<file path="src/rtl/mac_array_ctrl_pkg.sv">
// -----------------------------------------------------------------------------
// mac_array_ctrl_pkg
//   Shared definitions for the MAC tile array sequencer:
//     - state_t : sequencer state encoding
//     - INST_*  : 2-bit inst codes driven onto the array west edge
//     - MODE_*  : dataflow mode constants (weight-stationary / output-stationary)
//     - max_int : elaboration-time helper for sizing the phase counter
// -----------------------------------------------------------------------------
package mac_array_ctrl_pkg;

    typedef enum logic [2:0] {
        IDLE  = 3'd0,
        CLR   = 3'd1,
        KLOAD = 3'd2,
        KGAP  = 3'd3,
        EXEC  = 3'd4,
        DRAIN = 3'd5,
        DONE  = 3'd6
    } state_t;

    // inst_w bit0 = kernel load, bit1 = execute
    localparam logic [1:0] INST_IDLE  = 2'b00;
    localparam logic [1:0] INST_KLOAD = 2'b01;
    localparam logic [1:0] INST_EXEC  = 2'b10;

    localparam logic MODE_WS = 1'b0;
    localparam logic MODE_OS = 1'b1;

    function automatic int max_int(input int a, input int b);
        return (a > b) ? a : b;
    endfunction

endpackage

</file>
<file path="src/rtl/mac_array_ctrl.sv">
// -----------------------------------------------------------------------------
// mac_array_ctrl
//   Sequencer for a row x col MAC tile array. Each operation clears the array,
//   streams the kernel from SRAM (WS mode only), streams the activations,
//   waits for the array to drain and then pulses done.
//
//   The SRAM read port has one cycle of latency, so inst_w is the read phase
//   delayed by one cycle: each inst_w beat lines up with the SRAM word it
//   refers to.
//
// Ports
//   clk        clock
//   reset      synchronous active-high reset
//   start      begin an operation (sampled only in IDLE)
//   mode_in    0 = WS, 1 = OS (sampled with start)
//   len        number of execute vectors (sampled with start)
//   w_base     kernel base address (sampled with start)
//   x_base     activation base address (sampled with start)
//   abort      cancel the running operation, back to IDLE without done
//   busy       high in every non-IDLE state
//   done       one-cycle completion pulse
//   mode       latched mode to the array, updated on entry to CLR
//   array_rst  reset to the MAC tiles (high for the CLR cycle)
//   inst_w     inst to the array west edge (01 kernel load, 10 execute)
//   rd_en      SRAM read enable
//   rd_addr    SRAM read address (base + phase counter, wraps freely)
//
//   All outputs are registered.
// -----------------------------------------------------------------------------
module mac_array_ctrl
    import mac_array_ctrl_pkg::*;
#(
    parameter int row     = 8,
    parameter int col     = 8,
    parameter int addr_bw = 11,
    parameter int len_bw  = 8
) (
    input  logic               clk,
    input  logic               reset,
    input  logic               start,
    input  logic               mode_in,
    input  logic [len_bw-1:0]  len,
    input  logic [addr_bw-1:0] w_base,
    input  logic [addr_bw-1:0] x_base,
    input  logic               abort,
    output logic               busy,
    output logic               done,
    output logic               mode,
    output logic               array_rst,
    output logic [1:0]         inst_w,
    output logic               rd_en,
    output logic [addr_bw-1:0] rd_addr
);

    // Counter must hold both the longest execute phase and the drain length.
    localparam int cnt_bw    = max_int(len_bw, $clog2(row + col + 1));
    localparam int drain_len = row + col;

    typedef logic [cnt_bw-1:0]  cnt_t;
    typedef logic [addr_bw-1:0] addr_t;

    state_t state;
    state_t next_state;
    cnt_t   cnt;
    cnt_t   next_cnt;

    // Operation parameters captured when start is accepted.
    logic [len_bw-1:0] len_q;
    addr_t             w_base_q;
    addr_t             x_base_q;

    logic accept;

    // Next-cycle values of the registered outputs.
    logic       busy_nxt;
    logic       done_nxt;
    logic       array_rst_nxt;
    logic [1:0] inst_w_nxt;
    logic       rd_en_nxt;
    addr_t      rd_addr_nxt;

    // abort outranks start, so a simultaneous pair leaves the block idle.
    assign accept = (state == IDLE) && start && !abort;

    // -------------------------------------------------------------------------
    // Next-state, phase counter and next-output logic
    // -------------------------------------------------------------------------
    always_comb begin
        // NOTE: every signal written here gets a default first so that no path
        // leaves it unassigned; a missing default would infer a latch.
        next_state    = state;
        next_cnt      = cnt + cnt_t'(1);
        busy_nxt      = 1'b0;
        done_nxt      = 1'b0;
        array_rst_nxt = 1'b0;
        inst_w_nxt    = INST_IDLE;
        rd_en_nxt     = 1'b0;
        rd_addr_nxt   = '0;

        unique case (state)
            IDLE: begin
                next_cnt = '0;
                if (accept) begin
                    next_state = CLR;
                end
            end

            CLR: begin
                next_cnt = '0;
                if (mode == MODE_WS) begin
                    next_state = KLOAD;
                end else if (len_q == '0) begin
                    next_state = DRAIN;
                end else begin
                    next_state = EXEC;
                end
            end

            KLOAD: begin
                if (cnt == cnt_t'(row - 1)) begin
                    next_state = KGAP;
                    next_cnt   = '0;
                end
            end

            // One idle read slot so the last kernel word reaches the array
            // before the first activation read.
            KGAP: begin
                next_cnt   = '0;
                next_state = (len_q == '0) ? DRAIN : EXEC;
            end

            EXEC: begin
                if (cnt + cnt_t'(1) == cnt_t'(len_q)) begin
                    next_state = DRAIN;
                    next_cnt   = '0;
                end
            end

            DRAIN: begin
                if (cnt == cnt_t'(drain_len - 1)) begin
                    next_state = DONE;
                    next_cnt   = '0;
                end
            end

            DONE: begin
                next_state = IDLE;
                next_cnt   = '0;
            end

            default: begin
                next_state = IDLE;
                next_cnt   = '0;
            end
        endcase

        if (abort && (state != IDLE)) begin
            next_state = IDLE;
            next_cnt   = '0;
        end

        // Outputs are registered, so they are decoded from the state the
        // block is about to enter.
        busy_nxt      = (next_state != IDLE);
        done_nxt      = (next_state == DONE);
        array_rst_nxt = (next_state == CLR);

        if (next_state == KLOAD) begin
            rd_en_nxt   = 1'b1;
            rd_addr_nxt = w_base_q + addr_t'(next_cnt);
        end else if (next_state == EXEC) begin
            rd_en_nxt   = 1'b1;
            rd_addr_nxt = x_base_q + addr_t'(next_cnt);
        end

        // inst_w follows the read issued in the current cycle, i.e. the data
        // that the SRAM returns on the next cycle.
        if (state == KLOAD) begin
            inst_w_nxt = INST_KLOAD;
        end else if (state == EXEC) begin
            inst_w_nxt = INST_EXEC;
        end

        // Returning to IDLE (abort or normal exit) silences the west edge.
        if (next_state == IDLE) begin
            inst_w_nxt = INST_IDLE;
        end
    end

    // -------------------------------------------------------------------------
    // State, counter, captured parameters and output registers
    // -------------------------------------------------------------------------
    // NOTE: sequential state uses non-blocking assignments so every register
    // samples the pre-edge values, independent of statement order.
    always_ff @(posedge clk) begin
        if (reset) begin
            state     <= IDLE;
            cnt       <= '0;
            len_q     <= '0;
            w_base_q  <= '0;
            x_base_q  <= '0;
            busy      <= 1'b0;
            done      <= 1'b0;
            mode      <= MODE_WS;
            array_rst <= 1'b0;
            inst_w    <= INST_IDLE;
            rd_en     <= 1'b0;
            rd_addr   <= '0;
        end else begin
            state     <= next_state;
            cnt       <= next_cnt;
            busy      <= busy_nxt;
            done      <= done_nxt;
            array_rst <= array_rst_nxt;
            inst_w    <= inst_w_nxt;
            rd_en     <= rd_en_nxt;
            rd_addr   <= rd_addr_nxt;

            // mode changes only on the edge into CLR and then holds,
            // including through the following IDLE period.
            if (accept) begin
                mode     <= mode_in;
                len_q    <= len;
                w_base_q <= w_base;
                x_base_q <= x_base;
            end
        end
    end

endmodule

</file>
<file path="config.mk">
export PLATFORM = sky130hd
export DESIGN_NAME = mac_array_ctrl
export DESIGN_NICKNAME = d
export VERILOG_FILES = /design/src/rtl/mac_array_ctrl_pkg.sv /design/src/rtl/mac_array_ctrl.sv
export SDC_FILE = /design/constraint.sdc
export NUM_CORES = 1
export LEC_CHECK = 0
export CORE_AREA = 4 4 90 92
export DETAILED_ROUTE_END_ITERATION = 7
export DIE_AREA = 0 0 94 96
export HOLD_SLACK_MARGIN = 0.02
export PLACE_DENSITY = 0.65
export SYNTH_ARGS = -nofsm -noshare
export SYNTH_HDL_FRONTEND = slang
export SYNTH_SLANG_ARGS = --single-unit
</file>
<file path="constraint.sdc">
create_clock -name clk -period 6.7 [get_ports clk]
set_clock_uncertainty 0.15 [all_clocks]
set_input_delay 0.67 -clock clk [delete_from_list [all_inputs] [get_ports clk]]
set_output_delay 0.67 -clock clk [all_outputs]
set_load 0.02 [all_outputs]
</file>
==> results.cfg, run 1 <==
[status]
status = finished clean

[logic_synthesis]
async_reset_ff_share_pct = 0
synth_sequential_area_ratio_pct = 36.6
ys_seq_elements = 59
synthesis.nets = 449
synth_edf_count = 0
ys_top_cells_by_area = dfxtp_1 (37%), nand2_1 (9.3%), a21oi_1 (8.5%)
synth_cell_types = 54
yosysTopAreaCellShare_pct = 36.6
synth_area_um2 = 3220
synth-warning-count = 0
synth_largest_area_cell = dfxtp_1
synthFlopType = dfxtp_1
syn_inst = 395
avgSynthCellArea_um2 = 8.16

[setup_path]
reg2reg_from = cnt[0]
path_buf_inv = 0
r2r_end = rd_addr[8]
cp.arrival_ns = 4.82
reg2reg_depth = 15
crit_family = compound AO/OA/AOI/OAI gates
crit_slowest_cell = o211ai_1
worst_path_largest_cell_delay_ns = 0.82
worst_ep_required_time_ns = 6.77
cp_cell_sequence = ha_1, nand3_1, nor3_1, o311a_1, o2111ai_1, o211ai_1, a211oi_1, ha_1, fa_1, a21oi_1, o31ai_1, o221ai_1, a21oi_1, xor2_1, a22o_1
crit_path_end_kind = flip-flop
crit_type = flip-flop to flip-flop
critPathMaxFanout = 14
start_kind = flip-flop
r2r_setup_slack_ns = 1.96

[detailed_routing]
wl_per_cell_um = 14.0
via_per_inst = 5.29
finalWirelength_um = 7590
drt_iter0_drc = 141
ant_nets = 0
dr.pass1.iters = 4
vias = 2874
drc = 0

[floorplanning]
rows = 31
die-area_um2 = 9020
dieWidth_um = 94
die_h_um = 96
pin_count = 53
start_util_pct = 44.7
core_area_um2 = 7210

[pwr]
vdd_drop_max_mv = 0.0917
power_density_nw_per_um2 = 196
total_power_mw = 0.779
power_leakage_nw = 1.51

[sta]
rsz0062_at_grt = no
finalSetupTns_ns = 0
tightest_slew_ns = 0.953
fin_crit_sh_pct = 70.8
slew_viol_final = 0
finalHoldViolations = 0
post-route-min-period_ns = 4.74
fmax_ghz = 0.211
whs_ns = 0.316
slew_headroom_pct = 36.2
finalSetupViolCount = 0

[cts]
clkLatencyLatePin_ns = 0.34
cts_resized = 0
cts_root_buf = clkbuf_8
cts_sinks = 59
h-tree-depth = 3
numCtsBuffers = 9
clk_pin_slew_ns = 0.06
cts_hold_buf = 0
postCtsSetupBuffers = 0
cts_max_path_buffers = 2
cts_tree = built

[place]
dpl.cell_count = 529
place_hpwl_um = 5550
placed_area_um2 = 3800
gp_congestion = 0.873
port_buffers = 52

[hold_path]
whs_endpoint = x_base_q[6]
hold_depth = 2
hp-start = x_base_q[6]
hp-class = flip-flop to flip-flop

[cells_and_area]
syn_to_final_growth_pct = 23.5
drive_above_1_share_pct = 5.86
fin_area_um2 = 3980
layout.cells.non_filler = 543
antenna_cells = 0
final_cell_mix = nand2_1 (80), dfxtp_1 (59), a21oi_1 (55)
final_common_cell = nand2_1
finalNetCount = 495

[grt]
grt_usage_pct = 18.3
grt_pass1_wl_um = 12900
grt_max_degree = 39
grt_pass1_vias = 2649
grt_antenna_before_repair = 0
overflow = 0

[job]
maxCapViolations = 0
==> cell families (layout without fill, tap and decap cells) <==
kind of cell    Yosys count  after routing  share of synthesized area, %
flops                    59             59                          36.6
simple gates            152            152                          22.4
buf+inv                  28             77                          3.84
fa+ha+maj                19             19                          7.84
xor+xnor                 25             25                          6.79
mux                       1              1                         0.311
compound gates          111            111                          22.2
==> layout make-up <==
cell class	instances	area (um2)
Clock inverter	3	40.0
Fill cell	706	3230
Multi-Input combinational cell	308	1920
Inverter	7	26.3
Clock buffer	11	141
Sequential cell	59	1180
Timing Repair Buffer	56	551
Tap cell	99	124
==> cells in the mapped netlist, drive strengths merged (3+ instances only) <==
library cell / number
nand2: 80
dfxtp: 59
a21oi: 55
nor2: 19
ha: 17
clkbuf: 16
xnor2: 15
a22o: 10
nand2b: 10
nor3: 10
xor2: 10
o21ai: 9
inv: 7
a211oi: 6
buf: 5
nand3: 5
a2111oi: 4
and4: 4
nor2b: 4
and3: 3
or2: 3
==> metal layers <==
layer	up-vias	share of wire, %	global-route usage (%)
li1	1498	-	-
met1	1302	49	24.5
met2	64	44	28.4
met3	10	5.2	5.16
met4	0	1.5	6.02
met5	-	0	0
==> metrics by stage <==
| stage | util [%] | setup slack [ns] |
|---|---|---|
| floorplan | - | 2.89 |
| CTS | 55.2 | 1.96 |
| global route | 55.2 | 1.46 |
| finish | 55.2 | 1.96 |
| global placement | 52.7 | 2.18 |
| detailed placement | 52.7 | 1.98 |
==> tightest hold or removal path, delay by kind of cell, from the launching register on <==
family           cells  cell delay (ns)
AO/OA/AOI/OAI        1             0.05
AND/OR/NAND/NOR      1             0.05
flip-flops           1             0.31
==> how the worst max path moves through the flow <==
stage,from,endpoint,cells past startpoint
after floorplan,cnt[0],rd_addr[8],16
after global placement,cnt[0],rd_addr[10],15
after detailed placement,cnt[0],rd_addr[10],15
after CTS,cnt[0],rd_addr[10],15
after global routing,cnt[0],rd_addr[10],14
final,cnt[0],rd_addr[8],15
==> power breakdown <==
group          internal (mW)  switching [mW]  leakage [nW]
logic                 0.0462          0.0452         0.938
registers              0.364          0.0122         0.479
clock network          0.177           0.135        0.0950
total                  0.586           0.193          1.51
==> sequential cells by signal, summed over array words and instances (netlist names) <==
signal / count
array_rst: 1
mode: 1
rd_addr: 11
w_base_q: 11
state: 3
inst_w: 2
x_base_q: 11
cnt: 8
done: 1
len_q: 8
rd_en: 1
busy: 1
(Power assumes the default switching activity.)
==> run 2, diff against run 1 <==
clock period = 4.5 ns   (was 6.7 ns; I/O delays follow)
==> run 2 against run 1 <==
Effect of this change:
- utilization is 0.66 points higher
- first-iteration DRC count is 33% lower
- critical endpoint is now rd_addr[10]
- critical path type unchanged
- largest cell class unchanged
- via count is 1.4% higher
- worst hold slack worse by 0.0027 ns
==> results.cfg, run 2 (same netlist as run 1, synthesis figures left out) <==
[cts]
cts_tree = built
clkLatencyLatePin_ns = 0.33
cts_root_buf = clkbuf_8
cts_sinks = 59
numCtsBuffers = 9
cts_max_path_buffers = 2
h-tree-depth = 3
clk_pin_slew_ns = 0.07

[job]
maxCapViolations = 0

[floorplanning]
start_util_pct = 44.7
rows = 31
core_area_um2 = 7210
dieWidth_um = 94
die_h_um = 96
pin_count = 53
die-area_um2 = 9020

[status]
status = finished clean

[setup_path]
cp_common_cell = a21oi_1
crit_family = compound AO/OA/AOI/OAI gates
critPathMaxFanout = 6
cp_cell_sequence = ha_1, and4_1, nor4_1, o311a_1, o2111ai_1, o211ai_1, buf_4, a21oi_1, fa_1, a21oi_1, o31ai_2, o221ai_1, a211oi_1, xor2_1, a22o_1
path_buf_inv = 1
crit_type = flip-flop to flip-flop
worst_ep_required_time_ns = 4.57
cp.arrival_ns = 4.20
crit_path_end_kind = flip-flop
worst_path_largest_cell_delay_ns = 0.48
crit_slowest_cell = a21oi_1
start_kind = flip-flop

[pwr]
power_leakage_nw = 1.54
vdd_drop_max_mv = 0.151
p_seq_share_pct = 47.4
p_int_mw = 0.893
clkPwrFrac_pct = 40.9
switchingPower_mw = 0.287
power.share.switching_pct = 24.3
total_power_mw = 1.18
power_density_nw_per_um2 = 293
p_comb_share_pct = 11.7

[place]
placed_area_um2 = 3820
port_buffers = 52
place_hpwl_um = 5690
gp_congestion = 0.878

[sta]
slew_viol_final = 0
fin_crit_sh_pct = 91.6
finalSetupTns_ns = 0
finalSetupViolCount = 0
fmax_ghz = 0.243
rsz0062_at_grt = no
post-route-min-period_ns = 4.12
whs_ns = 0.314
finalHoldViolations = 0
tightest_slew_ns = 0.733
slew_headroom_pct = 50.4

[detailed_routing]
ant_nets = 0
drc = 0
drt_iter0_drc = 94
via_per_inst = 5.32
vias = 2913
finalWirelength_um = 7760
wl_per_cell_um = 14.2
dr.pass1.iters = 4

[grt]
grt_usage_pct = 18.1
overflow = 0
grt_max_degree = 39
grt_pass1_vias = 2819
grt_pass1_wl_um = 13000
grt_antenna_before_repair = 0

[cells_and_area]
fin_area_um2 = 4030
antenna_cells = 0
finalNetCount = 499
drive_above_1_share_pct = 6.90
final_cell_mix = nand2_1 (80), dfxtp_1 (59), a21oi_1 (55)
final_common_cell = nand2_1
syn_to_final_growth_pct = 25.0
reg.largest.list = rd_addr x11, w_base_q x11, x_base_q x11

[hold_path]
hp-class = flip-flop to flip-flop
run 2: changes by cell type in the layout (fill, tap and decap cells not counted):
cell      change
buf_4         +4
clkbuf_1      +1
clkbuf_8      +1
clkinv_2      -1
o31ai_1       -1
o31ai_2       +1
run 2: routing by layer:
layer	routed length, um	global-route usage, %
met5	0	0
met4	134	7.34
met3	302	3.13
met2	3490	29.6
met1	3840	23.8
run 2: power by group through the flow:
stage | registers, mW | clock network (mW) | logic (mW)
after floorplan | 0.569 | 0 | 0.0809
after global placement | 0.571 | 0 | 0.136
after detailed placement | 0.571 | 0 | 0.138
after CTS | 0.560 | 0.495 | 0.139
after global routing | 0.562 | 0.517 | 0.154
final | 0.560 | 0.483 | 0.138
run 2: final cells by class:
class                      count  area [um2]
clock buffer                  13         159
inverter                       7        26.3
multi-input combinational    308        1920
clock inverter                 2        35.0
timing repair buffer          60         581
tap                           99         124
sequential                    59        1180
fill                         704        3190
run 2: path summary, 6_finish.rpt:
kind / startpoint / endpoint / slack [ns] / depth (start not counted)
worst max-delay path: cnt[0] / rd_addr[10] / 0.38 / 15
worst min register to register: x_base_q[5] / x_base_q[5] / 0.31 / 2
worst max register to register: cnt[0] / rd_addr[10] / 0.38 / 15
worst min-delay path: x_base_q[5] / x_base_q[5] / 0.31 / 2
run 2: tightest hold or removal path: cells and delay by family (launching register included):
| kind | cells | cell delay (ns) |
|---|---|---|
| AO/OA/AOI/OAI | 1 | 0.05 |
| flip-flops | 1 | 0.31 |
| AND/OR/NAND/NOR | 1 | 0.05 |
run 2: repair_timing:
action / in CTS / in global routing
hold buffers: 0 / 0
gates resized for setup: 0 / 1
setup buffers: 0 / 1
setup endpoints to repair: 0 / 3
run 2: stage by stage:
| stage | utilization [%] | worst slack [ns] | instances |
|---|---|---|---|
| global placement | 53.0 | 0.439 | 532 |
| CTS | 55.7 | 0.193 | 547 |
| finish | 55.8 | 0.378 | 548 |
| detailed placement | 53.0 | 0.211 | 532 |
| floorplan | - | 0.694 | 395 |
| global route | 55.8 | 0.0255 | 548 |
